==> src/rtl/trace_ctrl_pkg.sv <==
// Shared types for the trace capture sequencer: state encoding and its width.
package trace_ctrl_pkg;

  localparam int unsigned StateW = 3;

  typedef enum logic [StateW-1:0] {
    StIdle    = 3'd0,
    StArmed   = 3'd1,
    StPost    = 3'd2,
    StAlign   = 3'd3,
    StReadout = 3'd4
  } trace_state_e;

endpackage

==> src/rtl/trace_trig_match.sv <==
// Combinational masked trigger compare; with TRACE_DEDUP_EN also flags a sample
// equal to the last word written.
module trace_trig_match #(
  parameter int unsigned TW = 32
) (
  input  logic [TW-1:0] sample_i,
  input  logic [TW-1:0] trig_mask_i,
  input  logic [TW-1:0] trig_value_i,
`ifdef TRACE_DEDUP_EN
  input  logic [TW-1:0] last_i,
  output logic          dup_o,
`endif
  output logic          match_o
);

  assign match_o = ((sample_i ^ trig_value_i) & trig_mask_i) == '0;

`ifdef TRACE_DEDUP_EN
  assign dup_o = (sample_i == last_i);
`endif

endmodule

==> src/rtl/trace_capture_ctrl.sv <==
// Trace buffer sequencer: arm, trigger, pre/post fill, read-pointer alignment, oldest-first readout.
// Optional TRACE_DEDUP_EN suppresses writes of samples equal to the last written word.
module trace_capture_ctrl
  import trace_ctrl_pkg::*;
#(
  parameter int unsigned TW     = 32,
  parameter int unsigned ADDR_W = 9
) (
  input  logic              clk,
  input  logic              reset,
  input  logic              arm,
  input  logic              disarm,
  input  logic [TW-1:0]     trig_mask,
  input  logic [TW-1:0]     trig_value,
  input  logic [ADDR_W-1:0] post_len,
  input  logic [TW-1:0]     sample_in,
  input  logic              sample_valid,
  output logic [TW-1:0]     tb_trace,
  output logic              tb_trigger,
  output logic              tb_rd,
  input  logic              host_rd_req,
  output logic              host_rd_valid,
  output logic [ADDR_W:0]   words_avail,
  output logic [StateW-1:0] state_o,
  output logic              triggered,
  output logic              wrapped
);

  localparam logic [ADDR_W:0] FillMax = {1'b1, {ADDR_W{1'b0}}};

  trace_state_e      state_q, state_d;
  logic [ADDR_W-1:0] wr_m_q, rd_m_q, post_cnt_q, post_cnt_d, oldest;
  logic [ADDR_W:0]   fill_q, fill_d, words_q, words_d;
  logic              triggered_q, triggered_d, wrapped_q, wrapped_d;
  logic              tb_trigger_q, host_rd_valid_q;
  logic [TW-1:0]     tb_trace_q;
  logic              capture, start, match, wr_en, rd_en;

  assign capture = (state_q == StArmed) || (state_q == StPost);
  assign start   = arm && !disarm && ((state_q == StIdle) || (state_q == StReadout));

`ifdef TRACE_DEDUP_EN
  logic [TW-1:0] last_q;
  logic          have_last_q, dup;
`endif

  trace_trig_match #(
    .TW(TW)
  ) u_match (
    .sample_i    (sample_in),
    .trig_mask_i (trig_mask),
    .trig_value_i(trig_value),
`ifdef TRACE_DEDUP_EN
    .last_i      (last_q),
    .dup_o       (dup),
`endif
    .match_o     (match)
  );

`ifdef TRACE_DEDUP_EN
  assign wr_en = capture && sample_valid && !disarm && !(have_last_q && dup);

  always_ff @(posedge clk or posedge reset) begin
    if (reset) begin
      last_q      <= '0;
      have_last_q <= 1'b0;
    end else if (start) begin
      have_last_q <= 1'b0;
    end else if (wr_en) begin
      last_q      <= sample_in;
      have_last_q <= 1'b1;
    end
  end
`else
  assign wr_en = capture && sample_valid && !disarm;
`endif

  // Account for a write still in flight so the oldest word is exact on ALIGN entry.
  assign oldest = wr_m_q + ADDR_W'(tb_trigger_q) - fill_q[ADDR_W-1:0];

  always_comb begin
    state_d     = state_q;
    post_cnt_d  = post_cnt_q;
    fill_d      = fill_q;
    words_d     = words_q;
    triggered_d = triggered_q;
    wrapped_d   = wrapped_q;
    rd_en       = 1'b0;

    if (wr_en) begin
      if (fill_q == FillMax) wrapped_d = 1'b1;
      else                   fill_d    = fill_q + 1'b1;
    end

    case (state_q)
      StArmed: begin
        if (sample_valid && match) begin
          triggered_d = 1'b1;
          state_d     = (post_cnt_q == '0) ? StAlign : StPost;
        end
      end
      StPost: begin
        if (wr_en) begin
          post_cnt_d = post_cnt_q - 1'b1;
          if (post_cnt_q == ADDR_W'(1)) state_d = StAlign;
        end
      end
      StAlign: begin
        // Discard reads never overlap the final write strobe.
        if (!tb_trigger_q) begin
          if (rd_m_q != oldest) begin
            rd_en = 1'b1;
          end else begin
            state_d = StReadout;
            words_d = fill_q;
          end
        end
      end
      StReadout: begin
        if (!arm && host_rd_req && (words_q != '0)) begin
          rd_en   = 1'b1;
          words_d = words_q - 1'b1;
        end
      end
      default: ;
    endcase

    if (start) begin
      state_d     = StArmed;
      post_cnt_d  = post_len;
      fill_d      = '0;
      words_d     = '0;
      triggered_d = 1'b0;
      wrapped_d   = 1'b0;
    end

    if (disarm) begin
      state_d = StIdle;
      words_d = '0;
      rd_en   = 1'b0;
    end
  end

  always_ff @(posedge clk or posedge reset) begin
    if (reset) begin
      state_q         <= StIdle;
      wr_m_q          <= '0;
      rd_m_q          <= '0;
      post_cnt_q      <= '0;
      fill_q          <= '0;
      words_q         <= '0;
      triggered_q     <= 1'b0;
      wrapped_q       <= 1'b0;
      tb_trigger_q    <= 1'b0;
      tb_trace_q      <= '0;
      host_rd_valid_q <= 1'b0;
    end else begin
      state_q         <= state_d;
      wr_m_q          <= wr_m_q + ADDR_W'(tb_trigger_q);
      rd_m_q          <= rd_m_q + ADDR_W'(rd_en);
      post_cnt_q      <= post_cnt_d;
      fill_q          <= fill_d;
      words_q         <= words_d;
      triggered_q     <= triggered_d;
      wrapped_q       <= wrapped_d;
      tb_trigger_q    <= wr_en;
      tb_trace_q      <= sample_in;
      host_rd_valid_q <= rd_en && (state_q == StReadout);
    end
  end

  assign tb_trace      = tb_trace_q;
  assign tb_trigger    = tb_trigger_q;
  assign tb_rd         = rd_en;
  assign host_rd_valid = host_rd_valid_q;
  assign words_avail   = words_q;
  assign state_o       = state_q;
  assign triggered     = triggered_q;
  assign wrapped       = wrapped_q;

endmodule

==> config.mk <==
export PLATFORM = sky130hd
export DESIGN_NAME = trace_capture_ctrl
export DESIGN_NICKNAME = d
export VERILOG_FILES = /design/src/rtl/trace_ctrl_pkg.sv /design/src/rtl/trace_trig_match.sv /design/src/rtl/trace_capture_ctrl.sv
export SDC_FILE = /design/constraint.sdc
export NUM_CORES = 1
export LEC_CHECK = 0
export CAP_MARGIN = 20
export CORE_ASPECT_RATIO = 0.5
export CORE_UTILIZATION = 46
export DETAILED_ROUTE_END_ITERATION = 8
export PLACE_DENSITY = 0.82
export SLEW_MARGIN = 40
export SYNTH_ARGS = -nofsm -noshare
export SYNTH_HDL_FRONTEND = slang
export SYNTH_SLANG_ARGS = --single-unit
==> constraint.sdc <==
create_clock -name clk -period 4.75 [get_ports clk]
set_clock_uncertainty 0.1 [all_clocks]
set_input_delay 0.95 -clock clk [delete_from_list [all_inputs] [get_ports clk]]
set_output_delay 0.95 -clock clk [all_outputs]
set_load 0.05 [all_outputs]
==> metrics.md, run 1 <==
| Metric | Value |
|---|---|
| Placed cell count | `733` |
| First drt pass iteration count | `5` |
| CP dominant cell by count | `ha_2` |
| CTS root buf | `clkbuf_16` |
| Worst Tran Pin Value | `0.713 ns` |
| Post-synth EDFFs | `0` |
| Layout cells sized above 1 | `0.0778` |
| Die ar. | `0.0103 mm2` |
| Port bufs | `160` |
| VDD IR max | `0.261 mV` |
| Worst R2R Path Depth | `18` |
| CORE AREA | `0.00954 mm2` |
| CP required | `3.70 ns` |
| Commonest non-fill, non-tap cell in the layout | `clkdlybuf4s50_1` |
| Clock power share | `0.308` |
| Sequential Power Share | `0.360` |
| I/O pins | `161` |
| Sw power | `0.000736 W` |
| Number of global-route vias before repair | `3,850` |
| Slew headroom | `0.521` |
| Syn_area_per_cell | `10.3 um2` |
| Worst skew pair latency | `0.34 ns` |
| Starting DRT DRC Count | `220` |
| Ys async rst share | `1.00` |
| TritonCTS clock tree | `yes` |
| GRT Total Usage | `0.242` |
| Critical R2R Launch | `tb_trigger` |
| Row count | `25` |
| Period utilization | `0.948` |
| Flops & latches, synth | `86` |
| Routed len/inst | `15.7 um` |
| Worst Hold Class | `reg -> reg` |
| Maxcap violations | `0` |
| Final wirelength | `11,800 um` |
| Clock slew at reported path FFs | `0.06 ns` |
| Hold_buf cts | `0` |
| Pleak | `2.77 nW` |
| Combinational fraction of design power | `0.332` |
| Internal reg-to-reg setup slack | `0.79 ns` |
| CP startpoint kind | `flop` |
| Die X-Extent | `143 um` |
| Ys flop type | `dfrtp_1` |
| Buf/Inv on CP | `1` |
| Most frequent cells in the layout | `clkdlybuf4s50_1, dfrtp_1, xor2_1, nand2_1, xnor2_1` |
| WP data arrival | `3.45 ns` |
| # fillers | `743` |
| Final ANT Viol Nets | `0` |
| Clock sink count | `86` |
| Count of final setup violators | `0` |
| Pin count of the biggest net entering global routing | `35` |
| Yosys cell types | `52` |
| Gr ovfl total | `0` |
| Crit-path max FO | `5` |
| N_diodes | `0` |
| Hpwl dp | `9090 um` |
| Finished Layout Cells | `752` |
| Placer Congestion | `0.840` |
| Crit. End Element | `output pin` |
| Post-route minimum period | `4.50 ns` |
| Register area share after synthesis | `0.472` |
| Critical path depth | `13` |
| Critical Path Max Stage Delay | `0.40 ns` |
| Syn-to-layout area delta | `46.0%` |
| Worst Setup EP | `tb_rd` |
| Vias | `3,877` |
| Max clock buf depth | `2` |
| Pint | `0.00159 W` |
| Slowest library cell on the worst path | `dfrtp_2` |
| H-tree Lvls | `3` |
| Pwr/cell area | `349 mW/mm2` |
| Critical path origin | `tb_trigger` |
| Sw frac | `0.317` |
| Hold Violations, Final | `0` |
| Net Count, Synth | `573` |
| Mapped Cells | `444` |
| Final TNS setup | `0 ns` |
| R2R Path End | `rd_m_q[8]` |
| Starting Density | `0.478` |
| First-pass GRT wire length | `19,100 um` |
| Initial antenna violation count | `0` |
| Critical path class | `reg -> out` |
| Final #Nets | `741` |
| Worst path cell trace | `ha_2, ha_2, xor2_1, ha_1, a21o_1, a311o_1, o211ai_1, nand4_1, nor4_4, nand2b_1, a21oi_2, nor2_1, buf_4` |
| DRC viols | `0` |
| Top delay family on crit path | `compound AO/OA/AOI/OAI gates` |
| Vias per cell | `5.16` |
| Total CTS buffers | `9` |
| Status | `finished clean` |
| Die Ht | `72.4 um` |
| Unrepaired setup endpoints after global routing | `false` |
| Synth warnings | `0` |
| Max-slew violations | `0` |
| Max Fclk | `222 MHz` |
| Mapped Area | `0.00456 mm2` |
final cells by class:
cell class	instances	area (um2)	area share
Timing Repair Buffer	166	1640	0.247
Sequential cell	86	2150	0.324
Tap cell	135	169	0.0254
Clock inverter	4	45.0	0.00677
Clock buffer	12	256	0.0386
Multi-Input combinational cell	330	2310	0.348
Inverter	19	72.6	0.0109
worst reg2reg max path, stage by stage, from the launching register on:
cell      delay (ns)
dfrtp_2         0.40
ha_2            0.21
ha_2            0.20
xor2_1          0.18
ha_1            0.38
a21o_1          0.23
a311o_1         0.35
o211ai_1        0.09
nand4_1         0.17
nor4_4          0.34
nand2b_1        0.11
a21oi_2         0.16
nor2_1          0.08
ha_1            0.23
ha_1            0.21
nand3_1         0.14
nor2_1          0.09
nand3_1         0.10
xnor2_1         0.12
sequential cells by signal (all words and copies together), names as in the netlist:
name,flops
state_o,3
tb_trigger,1
rd_m_q,9
post_cnt_q,9
host_rd_valid,1
wrapped,1
wr_m_q,9
tb_trace,32
fill_q,10
words_avail,10
triggered,1
logic make-up after synthesis:
kind of cell             Yosys count  share of synthesized area
flip-flops                        86                      0.472
multiplexers                       1                    0.00220
AND/OR/NAND/NOR                  146                      0.172
AO/OA/AOI/OAI                     92                      0.132
adder cells (fa/ha/maj)           18                     0.0511
buffers and inverters             28                     0.0250
XOR/XNOR                          73                      0.145
how the worst min path moves through the flow:
stage,endpoint,cells past startpoint,slack [ns],from
after floorplan,wr_m_q[8],1,0.34,wr_m_q[8]
after CTS,wr_m_q[8],1,0.38,wr_m_q[8]
after global placement,wr_m_q[8],1,0.36,wr_m_q[8]
final,wr_m_q[8],1,0.37,wr_m_q[8]
after detailed placement,wr_m_q[8],1,0.37,wr_m_q[8]
after global routing,wr_m_q[8],1,0.41,wr_m_q[8]
per-layer routing:
metal	track usage	routed length [um]	up-vias
li1	-	-	1911
met3	0.0746	680	15
met1	0.300	5130	1840
met5	0	0	-
met4	0.0765	199	0
met2	0.408	5800	111
Yosys cell counts, types with 2 or more instances:
master | number | share of area
a31oi_1 | 4 | 0.0055
o21ai_1 | 13 | 0.014
dfrtp_1 | 86 | 0.47
or2_2 | 3 | 0.0041
nand3_1 | 18 | 0.020
and3_1 | 4 | 0.0055
and4_1 | 3 | 0.0058
nand2b_1 | 7 | 0.0096
nor2b_1 | 3 | 0.0041
clkbuf_1 | 7 | 0.0058
nor3_1 | 15 | 0.016
inv_1 | 19 | 0.016
xor2_1 | 39 | 0.075
a21o_1 | 3 | 0.0049
o211ai_1 | 3 | 0.0049
a22oi_1 | 11 | 0.018
nor4_1 | 6 | 0.0082
a221oi_1 | 2 | 0.0038
o21ai_0 | 18 | 0.020
nand2_1 | 33 | 0.027
or3_1 | 5 | 0.0069
ha_1 | 17 | 0.047
o21ai_2 | 8 | 0.015
a22o_1 | 2 | 0.0038
nor4_2 | 2 | 0.0055
a21oi_1 | 19 | 0.021
xnor2_1 | 32 | 0.062
nor2_1 | 28 | 0.023
nand4_1 | 11 | 0.015
through the flow:
step | worst slack [ns] | util | total power [W] | instance area (um2) | hold WS (ns)
after floorplan | 0.174 | - | 0.00135 | 4560 | 0.343
after global placement | 0.430 | 0.661 | 0.00157 | 6310 | 0.360
after detailed placement | 0.296 | 0.661 | 0.00158 | 6310 | 0.372
after CTS | 0.0116 | 0.694 | 0.00232 | 6620 | 0.380
after global routing | 0.0435 | 0.697 | 0.00244 | 6650 | 0.406
final | 0.249 | 0.697 | 0.00232 | 6650 | 0.375
power groups by stage:
stage	Clock [W]	Sequential (W)	Combinational, W
2_1_floorplan	0	0.000909	0.000440
3_3_place_gp	0	0.000848	0.000724
3_5_place_dp	0	0.000849	0.000734
4_1_cts	0.000728	0.000837	0.000758
5_1_grt	0.000755	0.000846	0.000839
6_report	0.000715	0.000837	0.000771
what timing repair did:
action | 4_1_cts | 5_1_grt
endpoints found under the setup margin | 1 | 1
pin swaps | 0 | 3
gates resized for setup | 1 | 5
buffers inserted | 0 | 3
hold endpoints to repair | 0 | 0
(Power assumes the default switching activity.)
==> inputs of run 2 (changes only) <==
--- a/config.mk
+++ b/config.mk
@@ -7,9 +7,10 @@
 export LEC_CHECK = 0
 export CAP_MARGIN = 20
 export CORE_ASPECT_RATIO = 0.5
-export CORE_UTILIZATION = 46
+export CORE_UTILIZATION = 47
+export CTS_BUF_LIST = sky130_fd_sc_hd__clkbuf_2 sky130_fd_sc_hd__clkbuf_4 sky130_fd_sc_hd__clkbuf_8
 export DETAILED_ROUTE_END_ITERATION = 8
-export PLACE_DENSITY = 0.82
+export PLACE_DENSITY = 0.83
 export SLEW_MARGIN = 40
 export SYNTH_ARGS = -nofsm -noshare
 export SYNTH_HDL_FRONTEND = slang
==> metrics.md, run 2 (synthesis results as in run 1) <==
| Metric | Value |
|---|---|
| Vias per cell | `5.29 (was 5.16)` |
| Syn-to-layout area delta | `43.2% (was 46.0%)` |
| H-tree Lvls | `3 (unchanged)` |
| Placed Area | `0.00630 mm2 (was 0.00631 mm2)` |
| Gr ovfl total | `0 (unchanged)` |
| Worst Tran Pin Value | `0.712 ns (was 0.713 ns)` |
| Clock sink count | `86 (unchanged)` |
| Pwr/cell area | `321 mW/mm2 (was 349 mW/mm2)` |
| Critical Path Max Stage Delay | `0.42 ns (was 0.40 ns)` |
| Die X-Extent | `141 um (was 143 um)` |
| Commonest non-fill, non-tap cell in the layout | `clkdlybuf4s50_1 (unchanged)` |
| R2R Path End | `rd_m_q[8] (unchanged)` |
| Max Fclk | `223 MHz (was 222 MHz)` |
| Count of final setup violators | `0 (unchanged)` |
| Crit-path max FO | `3 (was 5)` |
| Worst path cell trace | `ha_2, inv_1, ha_1, inv_1, fa_1, a21o_1, a311o_1, o211ai_1, nand4_1, nor4_4, nand2b_1, a21oi_1, nor2_1, buf_4 (was ha_2, ha_2, xor2_1, ha_1, a21o_1, a311o_1, o211ai_1, nand4_1, nor4_4, nand2b_1, a21oi_2, nor2_1, buf_4)` |
| First-pass GRT wire length | `19,700 um (was 19,100 um)` |
| Critical R2R Launch | `tb_trigger (unchanged)` |
| TritonCTS clock tree | `yes (unchanged)` |
| Initial antenna violation count | `0 (unchanged)` |
| Crit. End Element | `output pin (unchanged)` |
| Hold slack | `0.380 ns (was 0.375 ns)` |
| GRT Total Usage | `0.253 (was 0.242)` |
| Hold Path Sink | `wr_m_q[8] (unchanged)` |
| Finished Cell Area | `0.00653 mm2 (was 0.00665 mm2)` |
| Total CTS buffers | `9 (unchanged)` |
| CORE AREA | `0.00904 mm2 (was 0.00954 mm2)` |
| N_diodes | `0 (unchanged)` |
| Pint | `0.00138 W (was 0.00159 W)` |
| Slowest library cell on the worst path | `fa_1 (was dfrtp_2)` |
| Layout cells sized above 1 | `0.0780 (was 0.0778)` |
| Period utilization | `0.946 (was 0.948)` |
| Clock power share | `0.231 (was 0.308)` |
| Worst hold path startpoint | `wr_m_q[8] (unchanged)` |
| Hold path depth | `1 (unchanged)` |
| # fillers | `654 (was 743)` |
| Combinational fraction of design power | `0.369 (was 0.332)` |
| First drt pass iteration count | `4 (was 5)` |
| Number of global-route vias before repair | `4,084 (was 3,850)` |
| Maxcap violations | `0 (unchanged)` |
| Largest register FFs | `32 (unchanged)` |
| CP required | `3.70 ns (about the same)` |
| Port bufs | `160 (unchanged)` |
| Status | `finished clean (unchanged)` |
| Post-route minimum period | `4.49 ns (was 4.50 ns)` |
| Starting Density | `0.504 (was 0.478)` |
| Hold Violations, Final | `0 (unchanged)` |
| Unrepaired setup endpoints after global routing | `false (unchanged)` |
| Multi-input gate area | `0.00232 mm2 (was 0.00231 mm2)` |
| Final ANT Viol Nets | `0 (unchanged)` |
| Die ar. | `0.0101 mm2 (was 0.0103 mm2)` |
| Internal reg-to-reg setup slack | `0.82 ns (was 0.79 ns)` |
| Worst skew pair latency | `0.36 ns (was 0.34 ns)` |
| Final #Nets | `740 (was 741)` |
| Sequential Power Share | `0.400 (was 0.360)` |
| I/O pins | `161 (unchanged)` |
| Slew headroom | `0.524 (was 0.521)` |
| WP data arrival | `3.44 ns (was 3.45 ns)` |
| Final TNS setup | `0 ns (unchanged)` |
| Hpwl dp | `9340 um (was 9090 um)` |
| Routed len/inst | `16.3 um (was 15.7 um)` |
| Worst R2R Path Depth | `19 (was 18)` |
| Critical path class | `reg -> out (unchanged)` |
| Clock slew at reported path FFs | `0.08 ns (was 0.06 ns)` |
| Placer Congestion | `0.907 (was 0.840)` |
| CP startpoint kind | `flop (unchanged)` |
| Row count | `24 (was 25)` |
| Final wirelength | `12,100 um (was 11,800 um)` |
| CTS root buf | `clkbuf_8 (was clkbuf_16)` |
| Die Ht | `71.6 um (was 72.4 um)` |
| VDD IR max | `0.180 mV (was 0.261 mV)` |
| Starting DRT DRC Count | `260 (was 220)` |
| CP dominant cell by count | `inv_1 (was ha_2)` |
| DRC viols | `0 (unchanged)` |
| Max clock buf depth | `2 (unchanged)` |
| Vias | `3,941 (was 3,877)` |
| Most frequent cells in the layout | `clkdlybuf4s50_1, dfrtp_1, xor2_1, nand2_1, xnor2_1 (unchanged)` |
| Sw frac | `0.340 (was 0.317)` |
| Worst Hold Class | `reg -> reg (unchanged)` |
| FF+latch area | `0.00215 mm2 (unchanged)` |
| Pleak | `2.72 nW (was 2.77 nW)` |
| Max-slew violations | `0 (unchanged)` |
| Sw power | `0.000711 W (was 0.000736 W)` |
| Pin count of the biggest net entering global routing | `34 (was 35)` |
## run 2: cell count changes in the layout (fill, tap and decap cells not counted)
cell,change
xnor2_2,+1
clkbuf_4,+3
buf_4,-1
a21oi_2,-1
a21oi_1,+1
a211oi_2,+1
xnor2_1,-1
clkbuf_8,+9
clkbuf_16,-9
clkbuf_1,-1
bufinv_16,-1
a211oi_1,-1
clkinv_2,-2
## run 2: through the flow
step	setup WS, ns	total power (W)	cells	util
2_1_floorplan	0.174	0.00135	444	-
3_3_place_gp	0.450	0.00156	728	0.697
3_5_place_dp	0.320	0.00159	728	0.697
4_1_cts	0.0372	0.00209	743	0.719
5_1_grt	0.0225	0.00221	745	0.722
6_report	0.259	0.00209	745	0.722
## run 2: power groups by stage
stage / logic [W] / clock network [W] / registers [W]
floorplan: 0.000440 / 0 / 0.000909
global route: 0.000847 / 0.000515 / 0.000846
detailed placement: 0.000740 / 0 / 0.000850
global placement: 0.000714 / 0 / 0.000848
finish: 0.000773 / 0.000485 / 0.000837
CTS: 0.000763 / 0.000494 / 0.000837
## run 2: layout make-up
class	count	area share
flip-flops and latches	86	0.330
inverters	19	0.0111
clock inverters	1	0.000767
well taps	130	0.0249
repair buffers	165	0.251
clock buffers	14	0.0267
multi-input cells	330	0.356
## run 2: worst max-delay path by stage
stage / depth (start not counted) / endpoint / startpoint
6_report: 14 / tb_rd / tb_trigger
3_3_place_gp: 14 / tb_rd / tb_trigger
4_1_cts: 14 / tb_rd / tb_trigger
3_5_place_dp: 14 / tb_rd / tb_trigger
5_1_grt: 14 / tb_rd / tb_trigger
2_1_floorplan: 18 / rd_m_q[8] / tb_trigger
## run 2: worst max-delay path: cells and delay by family, from the launching register on
| kind | cells | cell delay, ns |
|---|---|---|
| adder cells (fa/ha/maj) | 3 | 0.87 |
| flip-flops | 1 | 0.41 |
| AO/OA/AOI/OAI | 4 | 0.85 |
| AND/OR/NAND/NOR | 4 | 0.61 |
| buffers and inverters | 3 | 0.34 |
## run 2: routing by layer
layer	wire [um]	up-vias	global-route usage
li1	-	1900	-
met1	4870	1899	0.298
met2	6180	119	0.446
met3	781	23	0.0675
met4	308	0	0.105
met5	0	-	0
## run 2: repair_timing
| action | CTS | global route |
|---|---|---|
| hold buffers | 0 | 0 |
| gates resized for setup | 4 | 3 |
| pin swaps | 1 | 2 |
| setup endpoints to repair | 1 | 1 |
| setup buffers | 0 | 2 |
